===== src/rtl/led_pattern_gen_pkg.sv =====
// Shared mode/state encodings and blink timing for the LED pattern generator.
package led_pattern_gen_pkg;

    localparam int unsigned CLK_FRQ_DEFAULT = 50_000_000;

    typedef enum logic [2:0] {
        MODE_OFF   = 3'd0,
        MODE_ON    = 3'd1,
        MODE_1HZ   = 3'd2,
        MODE_2HZ   = 3'd3,
        MODE_4HZ   = 3'd4,
        MODE_07S   = 3'd5,
        MODE_BURST = 3'd6,
        MODE_RSVD  = 3'd7
    } mode_t;

    typedef enum logic [1:0] {
        IDLE  = 2'd0,
        B_ON  = 2'd1,
        B_OFF = 2'd2,
        PAUSE = 2'd3
    } burst_state_t;

    // Half-period lengths in 25 ms ticks.
    localparam logic [7:0] HALF_1HZ    = 8'd20;
    localparam logic [7:0] HALF_2HZ    = 8'd10;
    localparam logic [7:0] HALF_4HZ    = 8'd5;
    localparam logic [7:0] HALF_07S    = 8'd28;
    localparam logic [7:0] BURST_PHASE = 8'd5;

    function automatic logic [7:0] half_ticks(input mode_t m);
        case (m)
            MODE_1HZ: return HALF_1HZ;
            MODE_2HZ: return HALF_2HZ;
            MODE_4HZ: return HALF_4HZ;
            MODE_07S: return HALF_07S;
            default:  return 8'd1;
        endcase
    endfunction

endpackage


===== src/rtl/led_pattern_ch.sv =====
// One LED channel: registered mode, phase counter and burst sequencer.
module led_pattern_ch
    import led_pattern_gen_pkg::*;
#(
    parameter int unsigned PAUSE_TICKS = 140,
    parameter int unsigned ACT_LOW     = 0
) (
    input  logic       clk,
    input  logic       rst_n,
    input  logic [2:0] mode,
    input  logic [3:0] burst_n,
    input  logic       sync,
    input  logic       tick,
    output logic       led,
    output logic       burst_done
);

    localparam logic       LED_OFF    = (ACT_LOW != 0);
    localparam logic       LED_ON     = ~LED_OFF;
    localparam logic [7:0] PAUSE_LAST = 8'(PAUSE_TICKS - 1);
    localparam logic [7:0] BURST_LAST = BURST_PHASE - 8'd1;

    mode_t        mode_in, mode_q, mode_d;
    burst_state_t state_q, state_d;
    logic [7:0]   phase_q, phase_d, half_last;
    logic [3:0]   count_q, count_d, count_inc, bn_q, bn_d;
    logic         led_q, led_d, done_q, done_d;

    assign mode_in   = mode_t'(mode);
    assign half_last = half_ticks(mode_q) - 8'd1;
    assign count_inc = (count_q == 4'hF) ? count_q : count_q + 4'd1;

    always_ff @(posedge clk or negedge rst_n) begin
        if (!rst_n) begin
            mode_q  <= MODE_OFF;
            state_q <= IDLE;
            phase_q <= '0;
            count_q <= '0;
            bn_q    <= '0;
            led_q   <= LED_OFF;
            done_q  <= 1'b0;
        end else begin
            mode_q  <= mode_d;
            state_q <= state_d;
            phase_q <= phase_d;
            count_q <= count_d;
            bn_q    <= bn_d;
            led_q   <= led_d;
            done_q  <= done_d;
        end
    end

    // Restart (sync or mode change) takes priority over any tick in the same cycle.
    always_comb begin
        mode_d  = mode_in;
        state_d = state_q;
        phase_d = phase_q;
        count_d = count_q;
        bn_d    = bn_q;
        led_d   = led_q;
        done_d  = 1'b0;
        if (sync || (mode_in != mode_q)) begin
            phase_d = '0;
            count_d = '0;
            state_d = IDLE;
            case (mode_in)
                MODE_ON, MODE_1HZ, MODE_2HZ, MODE_4HZ, MODE_07S: led_d = LED_ON;
                MODE_BURST: begin
                    state_d = B_ON;
                    bn_d    = burst_n;
                    led_d   = (burst_n != 4'd0) ? LED_ON : LED_OFF;
                end
                default: led_d = LED_OFF;
            endcase
        end else begin
            case (mode_q)
                MODE_ON: led_d = LED_ON;
                MODE_1HZ, MODE_2HZ, MODE_4HZ, MODE_07S: begin
                    if (tick) begin
                        if (phase_q == half_last) begin
                            phase_d = '0;
                            led_d   = ~led_q;
                        end else begin
                            phase_d = phase_q + 8'd1;
                        end
                    end
                end
                MODE_BURST: begin
                    if (tick) begin
                        case (state_q)
                            B_ON: begin
                                if (phase_q == BURST_LAST) begin
                                    phase_d = '0;
                                    state_d = B_OFF;
                                    led_d   = LED_OFF;
                                end else begin
                                    phase_d = phase_q + 8'd1;
                                end
                            end
                            B_OFF: begin
                                if (phase_q == BURST_LAST) begin
                                    phase_d = '0;
                                    count_d = count_inc;
                                    if (count_inc == bn_q) begin
                                        state_d = PAUSE;
                                        done_d  = 1'b1;
                                    end else begin
                                        state_d = B_ON;
                                        led_d   = (bn_q != 4'd0) ? LED_ON : LED_OFF;
                                    end
                                end else begin
                                    phase_d = phase_q + 8'd1;
                                end
                            end
                            PAUSE: begin
                                if (phase_q == PAUSE_LAST) begin
                                    phase_d = '0;
                                    count_d = '0;
                                    state_d = B_ON;
                                    bn_d    = burst_n;
                                    led_d   = (burst_n != 4'd0) ? LED_ON : LED_OFF;
                                end else begin
                                    phase_d = phase_q + 8'd1;
                                end
                            end
                            default: state_d = IDLE;
                        endcase
                    end
                end
                default: led_d = LED_OFF;
            endcase
        end
    end

    assign led        = led_q;
    assign burst_done = done_q;

endmodule


===== src/rtl/led_pattern_gen.sv =====
// Multi-channel LED pattern generator: shared 25 ms prescaler feeding NUM_CH channels.
module led_pattern_gen
    import led_pattern_gen_pkg::*;
#(
    parameter int unsigned CLK_FRQ     = CLK_FRQ_DEFAULT,
    parameter int unsigned NUM_CH      = 8,
    parameter int unsigned PAUSE_TICKS = 140,
    parameter int unsigned ACT_LOW     = 0
) (
    input  logic                  SYSCLK,
    input  logic                  RESET_N,
    input  logic [3*NUM_CH-1:0]   MODE,
    input  logic [4*NUM_CH-1:0]   BURST_N,
    input  logic                  SYNC,
    output logic [NUM_CH-1:0]     LED,
    output logic [NUM_CH-1:0]     BURST_DONE,
    output logic                  TICK
);

    localparam int unsigned   DIV      = CLK_FRQ / 40;
    localparam int unsigned   PW       = (DIV > 1) ? $clog2(DIV) : 1;
    localparam logic [PW-1:0] DIV_LAST = PW'(DIV - 1);

    logic [PW-1:0] cnt;

    always_ff @(posedge SYSCLK or negedge RESET_N) begin
        if (!RESET_N) begin
            cnt <= '0;
        end else if (SYNC || (cnt == DIV_LAST)) begin
            cnt <= '0;
        end else begin
            cnt <= cnt + 1'b1;
        end
    end

    // Gated with reset so TICK stays low in reset even when DIV is 1.
    assign TICK = RESET_N && (cnt == DIV_LAST);

    for (genvar n = 0; n < NUM_CH; n++) begin : g_ch
        led_pattern_ch #(
            .PAUSE_TICKS (PAUSE_TICKS),
            .ACT_LOW     (ACT_LOW)
        ) u_ch (
            .clk        (SYSCLK),
            .rst_n      (RESET_N),
            .mode       (MODE[3*n +: 3]),
            .burst_n    (BURST_N[4*n +: 4]),
            .sync       (SYNC),
            .tick       (TICK),
            .led        (LED[n]),
            .burst_done (BURST_DONE[n])
        );
    end

endmodule


===== config.mk =====
export PLATFORM = sky130hd
export DESIGN_NAME = led_pattern_gen
export DESIGN_NICKNAME = d
export VERILOG_FILES = /design/src/rtl/led_pattern_gen_pkg.sv /design/src/rtl/led_pattern_ch.sv /design/src/rtl/led_pattern_gen.sv
export SDC_FILE = /design/constraint.sdc
export NUM_CORES = 1
export LEC_CHECK = 0
export BUFFER_PORTS_ARGS = -buffer_cell sky130_fd_sc_hd__buf_4
export CORE_MARGIN = 2
export CORE_UTILIZATION = 49
export CTS_BUF_LIST = sky130_fd_sc_hd__clkbuf_8
export CTS_CLUSTER_DIAMETER = 200
export DETAILED_ROUTE_END_ITERATION = 16
export GPL_TIMING_DRIVEN = 0
export HOLD_SLACK_MARGIN = 0.1
export PLACE_DENSITY = 0.66
export SYNTH_ARGS = -nofsm -noshare
export SYNTH_HDL_FRONTEND = slang
export SYNTH_HIERARCHICAL = 1
export SYNTH_SLANG_ARGS = --single-unit

===== constraint.sdc =====
create_clock -name SYSCLK -period 4.1 [get_ports SYSCLK]
set_clock_uncertainty 0.05 [all_clocks]
set_input_delay 0.41 -clock SYSCLK [delete_from_list [all_inputs] [get_ports SYSCLK]]
set_output_delay 0.41 -clock SYSCLK [all_outputs]
set_load 0.005 [all_outputs]

==> impl_metrics.tcl, run 1 <==
set metrics [dict create \
    ys_ff_latch 205 \
    synth_fp_nets 1930 \
    clk_latency_ns 0.59 \
    cts_hold_buf 57 \
    cts-root-buf "clkbuf_8" \
    drt-pass1-iter-count 5 \
    pre_cts_slack_ns 0.4099 \
    cellLeakagePower_nw 7.476 \
    cp-end-kind "flip-flop" \
    startpoint_type "input port" \
    die_area_sq_um 33960 \
    path_max_fanout 107 \
    netlist_top_cells_area "dfrtp_1 32%, ha_1 5.7%, nand2_1 3.5%" \
    hpwl_microns 25680 \
    synth_edf_count 0 \
    grt_max_degree 108 \
    n_antenna_cell 0 \
    ys_warn_count 6 \
    h-tree-depth 2 \
    clk_path_buf_depth 3 \
    min_period_ns 3.613 \
    ir_drop_uv 212.4 \
    crit_arrival_ns 4.06 \
    drt_iter0_drc 1028 \
    fillers 2872 \
    clock.fmax_mhz 276.8 \
    status "completed" \
    core_area_sq_um 32290 \
    numCtsBuffers 41 \
    gp_congestion 0.8051 \
    cts.clk_slew.worst_paths_ns 0.06 \
    portBuffers 75 \
    netlist_top_cells_count "205 x dfrtp_1, 149 x nand2_1, 121 x nor2_1" \
    syn_area_per_cell_sq_um 8.854 \
    critPathBufInv 4 \
    grtUsageTotal_pct 22.48 \
    r2r-start "g_ch[4].u_ch/mode_q[1]" \
    finalPower_mw 5.596 \
    multi_input_area_sq_um 9972 \
    die-height_microns 184.3 \
    crit_chain "dlygate4sd3_1 > buf_8 > buf_16 > and2_2 > buf_12 > nand4_1 > a21o_1 > o21ai_1 > nand3_1 > o21ai_0" \
    vias 14080 \
    final_core_utilization_pct 57.40 \
    syn_to_final_growth_pct 16.36 \
    setup_ws_ns 0.4871 \
    max_stage_delay_ns 0.58 \
    grt_pass1_vias 13410 \
    min_path_type "in2reg" \
    setup_viol_count_final 0 \
    synth_ff_type "dfrtp_1" \
    antenna_found_initial 1 \
    worstSetupPathType "in2reg" \
    clkSinkCount 205 \
    rows 66 \
    viasPerCell 5.753 \
    post-route-period-util_pct 88.12 \
    cts_resized 0 \
    seqCellArea_sq_um 5130 \
    wl_microns 37330 \
    rr_worst_depth 12 \
    worstMarginPinSlew_ns 0.9618 \
    holdWs_ns 0.2548 \
    grt_pass1_wl_microns 64200 \
    cts_tree "done" \
    drc 0 \
    power_density_nw_per_um2 301.9 \
    ys_seq_area_share_pct 32.21 \
    setup_tns_ns 0 \
    yosysTopAreaCell "dfrtp_1" \
    r2r_end "g_ch[4].u_ch/phase_q[2]" \
    nets 2107 \
    max_slew_margin_pct 35.74 \
    yosysTopAreaCellShare_pct 32.21 \
    synth.most_common_cell "dfrtp_1" \
    cap_violations 0 \
    drv_slew 0 \
    start_util_pct 49.33 \
    antenna_left 0 \
    rsz0062_at_grt "no" \
    final-hold-violation-count 0 \
    rrSetupSlack_ns 0.51 \
    drive_gt1_share_pct 15.70 \
    die_x_microns 184.3 \
    synthCells 1799 \
    overflow 0 \
    synth.distinct_cells 109 \
    cp_top_family "buffers and inverters" \
    hold-path-endpoint "cnt[2]" \
    ios 76 \
    slowest_stage "buf_8" \
    cp.required_ns 4.54 \
    synthArstFlopShare_pct 100.0 \
    whs_path_depth 2 \
    drt-wirelength-per-cell_microns 15.25 \
    post_cts_buffers 0 \
    synth_area_sq_um 15930 \
    hp-start "SYNC" \
]
## layout make-up
class	instances	area share [%]
Multi-Input combinational cell	1427	53.80
Sequential cell	205	27.68
Timing Repair Buffer	134	6.413
Clock buffer	52	3.861
Tap cell	442	2.984
Buffer	82	2.741
Inverter	85	1.721
Clock inverter	21	0.7966
## cells in the final DEF, fill, tap and decap left out, types with 28 or more instances in the layout
cell | synthesis | routed
xor2_1 | 50 | 50
and3_1 | 31 | 31
a21oi_1 | 107 | 107
o21ai_0 | 86 | 86
inv_1 | 83 | 91
mux2i_1 | 31 | 31
dfrtp_1 | 205 | 205
or3_1 | 32 | 32
clkbuf_8 | 0 | 52
o31ai_1 | 28 | 28
nand2_1 | 149 | 149
nand3_1 | 86 | 86
nor3_1 | 64 | 64
dlygate4sd3_1 | 0 | 57
xnor2_1 | 41 | 41
ha_1 | 72 | 72
nand2b_1 | 45 | 45
nor2_1 | 121 | 121
buf_4 | 3 | 77
mux2_2 | 29 | 29
clkbuf_1 | 33 | 33
## logic make-up (layout without fill, tap and decap cells)
logic type      count (synthesis)  after routing  share of synthesized area, %
mux                            69             69                         4.682
buf+inv                       167            374                         5.193
xor+xnor                       94             94                         5.310
fa+ha+maj                      72             72                         5.656
flops                         205            205                         32.21
compound gates                463            463                         20.63
simple gates                  729            729                         26.32
## power breakdown
group	total, mW	internal, mW	switching (mW)
clock	2.23	1.27	0.966
combinational	1.09	0.497	0.589
sequential	2.28	2.14	0.134
total	5.60	3.91	1.69
## per-layer routing
layer	track usage, %	vias up	wire, microns
li1	-	7031	-
met1	31.08	6760	18140
met2	36.51	238	17050
met3	4.011	53	1500
met4	5.504	2	628
met5	0	-	13
## sequential cells by signal, summed over array words and instances, names as in the netlist
register,cells
g_ch.u_ch/mode_q,24
cnt,21
g_ch.u_ch/state_q,16
g_ch.u_ch/burst_done,8
g_ch.u_ch/phase_q,64
g_ch.u_ch/led,8
g_ch.u_ch/bn_q,32
g_ch.u_ch/count_q,32
## how the worst max path moves through the flow
| stage | from | cells past startpoint | slack [ns] | to |
|---|---|---|---|---|
| 2_1_floorplan | cnt[10] | 9 | 0.45 | g_ch[5].u_ch/count_q[0] |
| 3_3_place_gp | RESET_N | 7 | -2.04 | g_ch[5].u_ch/count_q[0] |
| 3_5_place_dp | RESET_N | 9 | 0.41 | g_ch[3].u_ch/count_q[0] |
| 4_1_cts | RESET_N | 10 | 0.45 | g_ch[3].u_ch/count_q[0] |
| 5_1_grt | RESET_N | 10 | 0.13 | g_ch[3].u_ch/count_q[0] |
| 6_report | RESET_N | 10 | 0.49 | g_ch[3].u_ch/count_q[0] |
## per-stage QoR
stage	instance area, sq um	cells
after global placement	17040	2316
final	18530	2448
after CTS	18530	2448
after detailed placement	17100	2318
after global routing	18530	2448
after floorplan	15930	1799
Note: power is estimated with default switching activity, not from simulation.
==> run 2: changes to the inputs <==
CTS_BUF_LIST = not set   (was sky130_fd_sc_hd__clkbuf_8)
clock period = 4.4 ns   (was 4.1 ns; I/O delays follow)
==> run 2 against run 1 <==
Effect of this change:
- worst hold slack worse by 0.12 ns
- register-to-register slack better by 0.34 ns
- utilization up 0.10 points
- critical path depth unchanged
- setup slack better by 0.23 ns
- count of clock-buffer cells in the layout down 11
- via count down 0.61%
- clock power up 3%
- combinational power down 7%
- first-iteration DRC count down 5.9%
- die area unchanged
==> impl_metrics.tcl, run 2 (synthesis results as in run 1) <==
set metrics [dict create \
    setup_viol_count_final 0 \
    overflow 0 \
    drc 0 \
    max_slew_margin_pct 37.79 \
    portBuffers 75 \
    vias 14000 \
    grt_max_degree 108 \
    holdWs_ns 0.1312 \
    worstSetupPathType "in2reg" \
    power_density_nw_per_um2 291.9 \
    antenna_found_initial 1 \
    syn_to_final_growth_pct 16.57 \
    cts_resized 0 \
    final_common_cell "dfrtp_1" \
    antenna_left 0 \
    cp.required_ns 4.80 \
    core_area_sq_um 32290 \
    post-route-period-util_pct 83.78 \
    wl_microns 37120 \
    critPathBufInv 4 \
    hpwl_microns 25680 \
    gp_congestion 0.8051 \
    n_antenna_cell 0 \
    pre_cts_slack_ns 0.6799 \
    clk_path_buf_depth 3 \
    crit_arrival_ns 4.09 \
    cts.clk_slew.worst_paths_ns 0.06 \
    cp-end-kind "flip-flop" \
    clkSinkCount 205 \
    clock.fmax_mhz 271.3 \
    hp-start "BURST_N[17]" \
    start_util_pct 49.33 \
    rows 66 \
    cellLeakagePower_nw 7.440 \
    path_max_fanout 107 \
    clk_latency_ns 0.54 \
    die-height_microns 184.3 \
    numCtsBuffers 27 \
    drt-pass1-iter-count 7 \
    h-tree-depth 1 \
    drive_gt1_share_pct 14.81 \
    grt_pass1_vias 13400 \
    cp_top_family "buffers and inverters" \
    top_regs "g_ch.u_ch/phase_q: 64 flops, g_ch.u_ch/bn_q: 32 flops, g_ch.u_ch/count_q: 32 flops" \
    nets 2090 \
    startpoint_type "input port" \
    slowest_stage "buf_8" \
    r2r-start "g_ch[4].u_ch/mode_q[1]" \
    cts-root-buf "clkbuf_16" \
    cap_violations 0 \
    regMostFlops "g_ch.u_ch/phase_q" \
    worstSetupStartpoint "RESET_N" \
    max_stage_delay_ns 0.59 \
    status "completed" \
    min_period_ns 3.686 \
    rsz0062_at_grt "no" \
    final-hold-violation-count 0 \
    cts_tree "done" \
    grt_pass1_wl_microns 63990 \
    viasPerCell 5.782 \
    setup_ws_ns 0.7136 \
    crit_chain "dlygate4sd3_1 > buf_8 > buf_16 > and2_2 > buf_12 > nand4_1 > a21o_1 > o21ai_1 > nand3_1 > o21ai_0" \
    die_area_sq_um 33960 \
    drt-wirelength-per-cell_microns 15.33 \
    grtUsageTotal_pct 22.15 \
    post_cts_buffers 0 \
    cts_hold_buf 54 \
    worstMarginPinSlew_ns 0.9311 \
    min_path_type "in2reg" \
    ir_drop_uv 307.4 \
    drv_slew 0 \
    mostFrequentLayoutCells "205 x dfrtp_1, 149 x nand2_1, 121 x nor2_1" \
    drt_iter0_drc 967 \
    ios 76 \
    largest_reg_flops 64 \
    die_x_microns 184.3 \
]
run 2: cell types whose count changed in the layout (fill, tap and decap cells not counted), sizes merged:
cell         delta
clkbuf         -11
clkinv          -6
bufinv          +1
clkinvlp        -1
dlygate4sd3     -3
inv             -7
run 2: layout make-up:
cell class | count | area (sq um)
clock buffer | 41 | 808.3
buffer | 82 | 508.0
fill | 2842 | 13720
timing repair buffer | 131 | 1159
multi-input combinational | 1427 | 9972
tap | 442 | 553.0
clock inverter | 8 | 118.9
inverter | 85 | 319.1
sequential | 205 | 5130
run 2: worst paths after layout:
| path | to | slack [ns] | depth (start not counted) |
|---|---|---|---|
| min reg2reg | cnt[0] | 0.43 | 1 |
| max in group asynchronous | g_ch[2].u_ch/mode_q[1] | 2.79 | 3 |
| max reg2reg | g_ch[4].u_ch/phase_q[2] | 0.85 | 12 |
| min | g_ch[4].u_ch/bn_q[1] | 0.13 | 2 |
| max | g_ch[3].u_ch/count_q[0] | 0.71 | 10 |
| min in group asynchronous | g_ch[0].u_ch/bn_q[1] | 0.50 | 2 |
run 2: worst reg2reg max path: stages (launching register included):
cell     delay [ns]
dfrtp_1        0.34
buf_6          0.14
inv_1          0.08
ha_1           0.41
or3_1          0.40
ha_1           0.31
xnor2_1        0.14
nor4_1         0.34
nand2_1        0.11
or4_4          0.52
buf_6          0.15
a41oi_4        0.31
o22ai_1        0.14
run 2: layer usage:
| metal | up-vias | wire length, microns | track usage, % |
|---|---|---|---|
| li1 | 6990 | - | - |
| met5 | - | 13 | 0 |
| met1 | 6706 | 17980 | 31.07 |
| met2 | 253 | 17100 | 36.65 |
| met4 | 2 | 738 | 5.120 |
| met3 | 47 | 1293 | 2.549 |
run 2: stage by stage:
| step | total power [mW] | util, % | std cells | setup TNS, ns | instance area (sq um) |
|---|---|---|---|---|---|
| 3_5_place_dp | 3.119 | 52.96 | 2318 | 0 | 17100 |
| 5_1_grt | 5.709 | 57.51 | 2421 | 0 | 18570 |
| 6_report | 5.420 | 57.51 | 2421 | 0 | 18570 |
| 4_1_cts | 5.486 | 57.51 | 2421 | 0 | 18570 |
| 3_3_place_gp | 3.090 | 52.79 | 2316 | -199.32 | 17040 |
| 2_1_floorplan | 2.828 | - | 1799 | 0 | 15930 |
run 2: report_power, final:
| part | leakage, nW | switching (mW) | internal (mW) |
|---|---|---|---|
| combinational | 4.28 | 0.549 | 0.462 |
| sequential | 2.70 | 0.125 | 2.00 |
| clock | 0.460 | 0.855 | 1.43 |
| total | 7.44 | 1.53 | 3.89 |
==> run 3: changes to the inputs <==
ABC_AREA = 1   (was not set)
PLACE_DENSITY = 0.68   (was 0.66)
clock period = 3.05 ns   (was 4.4 ns; I/O delays follow)
==> run 3 against run 2 <==
Effect of this change:
- the run now ends with negative hold slack left
- combinational power rose by 47%
- critical path type is now reg2reg
- total power up 41%
- setup slack lost 0.36 ns
- highest routed layer is now met4
- critical endpoint is now g_ch[0].u_ch/phase_q[2]
- cell count increased by 26%
==> impl_metrics.tcl, run 3 <==
set metrics [dict create \
    status "complete, but fails checks" \
    violations "negative hold slack" \
    cellLeakagePower_nw 9.332 \
    n_antenna_cell 0 \
    start_util_pct 49.51 \
    wl_microns 36940 \
    startpoint_type "flip-flop" \
    rrSetupSlack_ns 0.36 \
    grt_pass1_vias 14430 \
    fin_cells 3053 \
    regMostFlops "g_ch.u_ch/phase_q" \
    clk_latency_ns 0.54 \
    synthArstFlopShare_pct 100.0 \
    rows 66 \
    muxShareOfSynthArea_pct 0 \
    synth_edf_count 0 \
    ys_seq_area_share_pct 32.01 \
    internal_power_mw 5.374 \
    cts-root-buf "clkbuf_16" \
    synthAdderAreaFrac_pct 5.621 \
    drt_iter0_drc 793 \
    rsz0062_at_grt "no" \
    finalPower_mw 7.654 \
    worstMarginPinSlew_ns 0.8539 \
    r2r-start "g_ch[0].u_ch/mode_q[1]" \
    synthCells 2432 \
    final_common_cell "nand2_1" \
    grtUsageTotal_pct 22.07 \
    die_x_microns 184.9 \
    power_density_nw_per_um2 410.7 \
    grt_max_degree 111 \
    synth_top_family_by_area "simple AND/OR/NAND/NOR gates" \
    cts_hold_buf 56 \
    switching_power_mw 2.281 \
    numCtsBuffers 26 \
    clk_path_buf_depth 3 \
    yosys.area_share.simple_pct 41.07 \
    largest_reg_flops 64 \
    gp_congestion 0.8876 \
    yosysTopAreaCell "dfrtp_1" \
    grt_pass1_wl_microns 64470 \
    comb_power_share_pct 19.3 \
    die-height_microns 184.9 \
    yosysTopAreaCellShare_pct 32.01 \
    overflow 0 \
    drt-wirelength-per-cell_microns 12.10 \
    max_slew_margin_pct 43.08 \
    clock.fmax_mhz 371.3 \
    worstSetupStartpoint "g_ch[0].u_ch/mode_q[1]" \
    worstSetupPathType "reg2reg" \
    setup_viol_count_final 0 \
    cap_violations 0 \
    synth_fp_nets 2563 \
    vias 15370 \
    synthXorXnorAreaFrac_pct 3.279 \
    cts_tree "done" \
    placed_cells 2951 \
    min_path_type "in2async" \
    drt-pass1-iter-count 6 \
    viasPerCell 5.035 \
    hpwl_microns 27530 \
    cp.required_ns 3.41 \
    antenna_found_initial 0 \
    p_sw_share_pct 29.80 \
    synth-compound-area-share_pct 8.104 \
    synth_ff_type "dfrtp_1" \
    drc 0 \
    clkSinkCount 205 \
    drive_gt1_share_pct 11.41 \
    clock_power_share_pct 40.6 \
    cp-end-kind "flip-flop" \
    portBuffers 75 \
    top_regs "g_ch.u_ch/phase_q: 64 flops, g_ch.u_ch/bn_q: 32 flops, g_ch.u_ch/count_q: 32 flops" \
    path_max_fanout 7 \
    min_period_ns 2.693 \
    die_area_sq_um 34170 \
    syn_to_final_growth_pct 16.29 \
    synth_area_sq_um 16030 \
    holdWs_ns -0.2085 \
    drv_slew 0 \
    netlist_top_cells_count "749 x nand2_1, 320 x inv_1, 291 x nand3_1" \
    ys_warn_count 6 \
    ir_drop_uv 448.3 \
    pwr-share-seq_pct 40.1 \
    ys_ff_latch 205 \
    syn_area_per_cell_sq_um 6.590 \
    ios 76 \
    synth.most_common_cell "nand2_1" \
    antenna_left 0 \
    core_area_sq_um 32370 \
    cts.clk_slew.worst_paths_ns 0.06 \
    synth.distinct_cells 48 \
    h-tree-depth 1 \
    rr_worst_depth 16 \
    post-route-period-util_pct 88.29 \
    final-hold-violation-count 109 \
    netlist_top_cells_area "dfrtp_1 32%, nand2_1 18%, nand3_1 9.1%" \
    nets 2724 \
    crit_arrival_ns 3.05 \
    mostFrequentLayoutCells "749 x nand2_1, 320 x inv_1, 291 x nand3_1" \
]
==> run 3: changes by cell type in the layout (fill, tap and decap cells not counted), sizes merged, moves of 30 or more <==
cell	delta
a21oi	-65
a31oi	-32
and3	-30
clkbuf	-38
inv	+269
mux2	-38
mux2i	-31
nand2	+639
nand2b	-47
nand3	+220
nor2	+176
nor3	-47
o21ai	+47
or3	-34
==> run 3: through the flow <==
| stage | hold slack, ns | area [sq um] | setup TNS (ns) | setup WS [ns] | util [%] |
|---|---|---|---|---|---|
| 4_1_cts | -0.1842 | 18630 | 0 | 0.3145 | 57.55 |
| 3_5_place_dp | 0.3945 | 17210 | -9.589 | -0.2347 | 53.15 |
| 6_report | -0.2085 | 18640 | 0 | 0.3571 | 57.57 |
| 5_1_grt | -0.1360 | 18640 | 0 | 0.06769 | 57.57 |
| 3_3_place_gp | 0.3945 | 17150 | -334.24 | -2.288 | 52.96 |
| 2_1_floorplan | -0.04059 | 16030 | 0 | 0.3896 | - |
==> run 3: critical path, cell delays in order, from the launching register on <==
cell and delay (ns):
dfrtp_1 0.40, inv_2 0.09, ha_1 0.35, nor2_1 0.18, nand3_1 0.11, ha_1 0.30, inv_1 0.04, nand2_1 0.05
nand2_1 0.04, nor2_1 0.08, nand3_1 0.10, nor2_1 0.11, nand2_1 0.09, o21ai_1 0.21, inv_1 0.08, nor2_2 0.20
nor2_1 0.07
==> run 3: kinds of logic (layout without fill, tap and decap cells) <==
logic type      Yosys count  after routing
simple gates           1483           1483
buf+inv                 384            563
compound gates          228            228
flops                   205            205
fa+ha+maj                72             72
xor+xnor                 60             60
==> run 3: final cells by class <==
cell class	instances	area [sq um]
clock buffers	38	767.0
plain buffers	24	222.7
inverters	360	1366
flip-flops and latches	205	5131
fillers	3084	13730
clock inverters	8	97.59
multi-input cells	1843	9320
well taps	442	553.0
repair buffers	133	1179
==> run 3: timing repair <==
| item | CTS | global route |
|---|---|---|
| setup endpoints to repair | 0 | 6 |
| endpoints found under the hold margin | 165 | 109 |
| resized for setup | 0 | 2 |
| setup buffers | 0 | 0 |
==> run 3: final timing paths <==
kind / to
max in group asynchronous: g_ch[2].u_ch/mode_q[2]
setup reg to reg: g_ch[0].u_ch/phase_q[2]
setup / recovery: g_ch[0].u_ch/phase_q[2]
hold / removal: g_ch[7].u_ch/count_q[0]
min in group SYSCLK: cnt[19]
hold reg to reg: g_ch[3].u_ch/led
==> run 3: power by group through the flow <==
stage / Combinational [mW] / Clock, mW / Sequential [mW]
2_1_floorplan: 1.03 / 0 / 3.07
3_3_place_gp: 1.39 / 0 / 3.11
4_1_cts: 1.49 / 3.21 / 3.07
6_report: 1.48 / 3.11 / 3.07
3_5_place_dp: 1.42 / 0 / 3.12
5_1_grt: 1.72 / 3.32 / 3.10
==> run 3: per-layer routing <==
layer / wire length, microns / GRT usage, % / up-vias
met1: 17470 / 29.73 / 6960
met2: 17070 / 37.59 / 295
met4: 721 / 5.175 / 0
met3: 1678 / 3.028 / 55
li1: - / - / 8061
met5: 0 / 0 / -
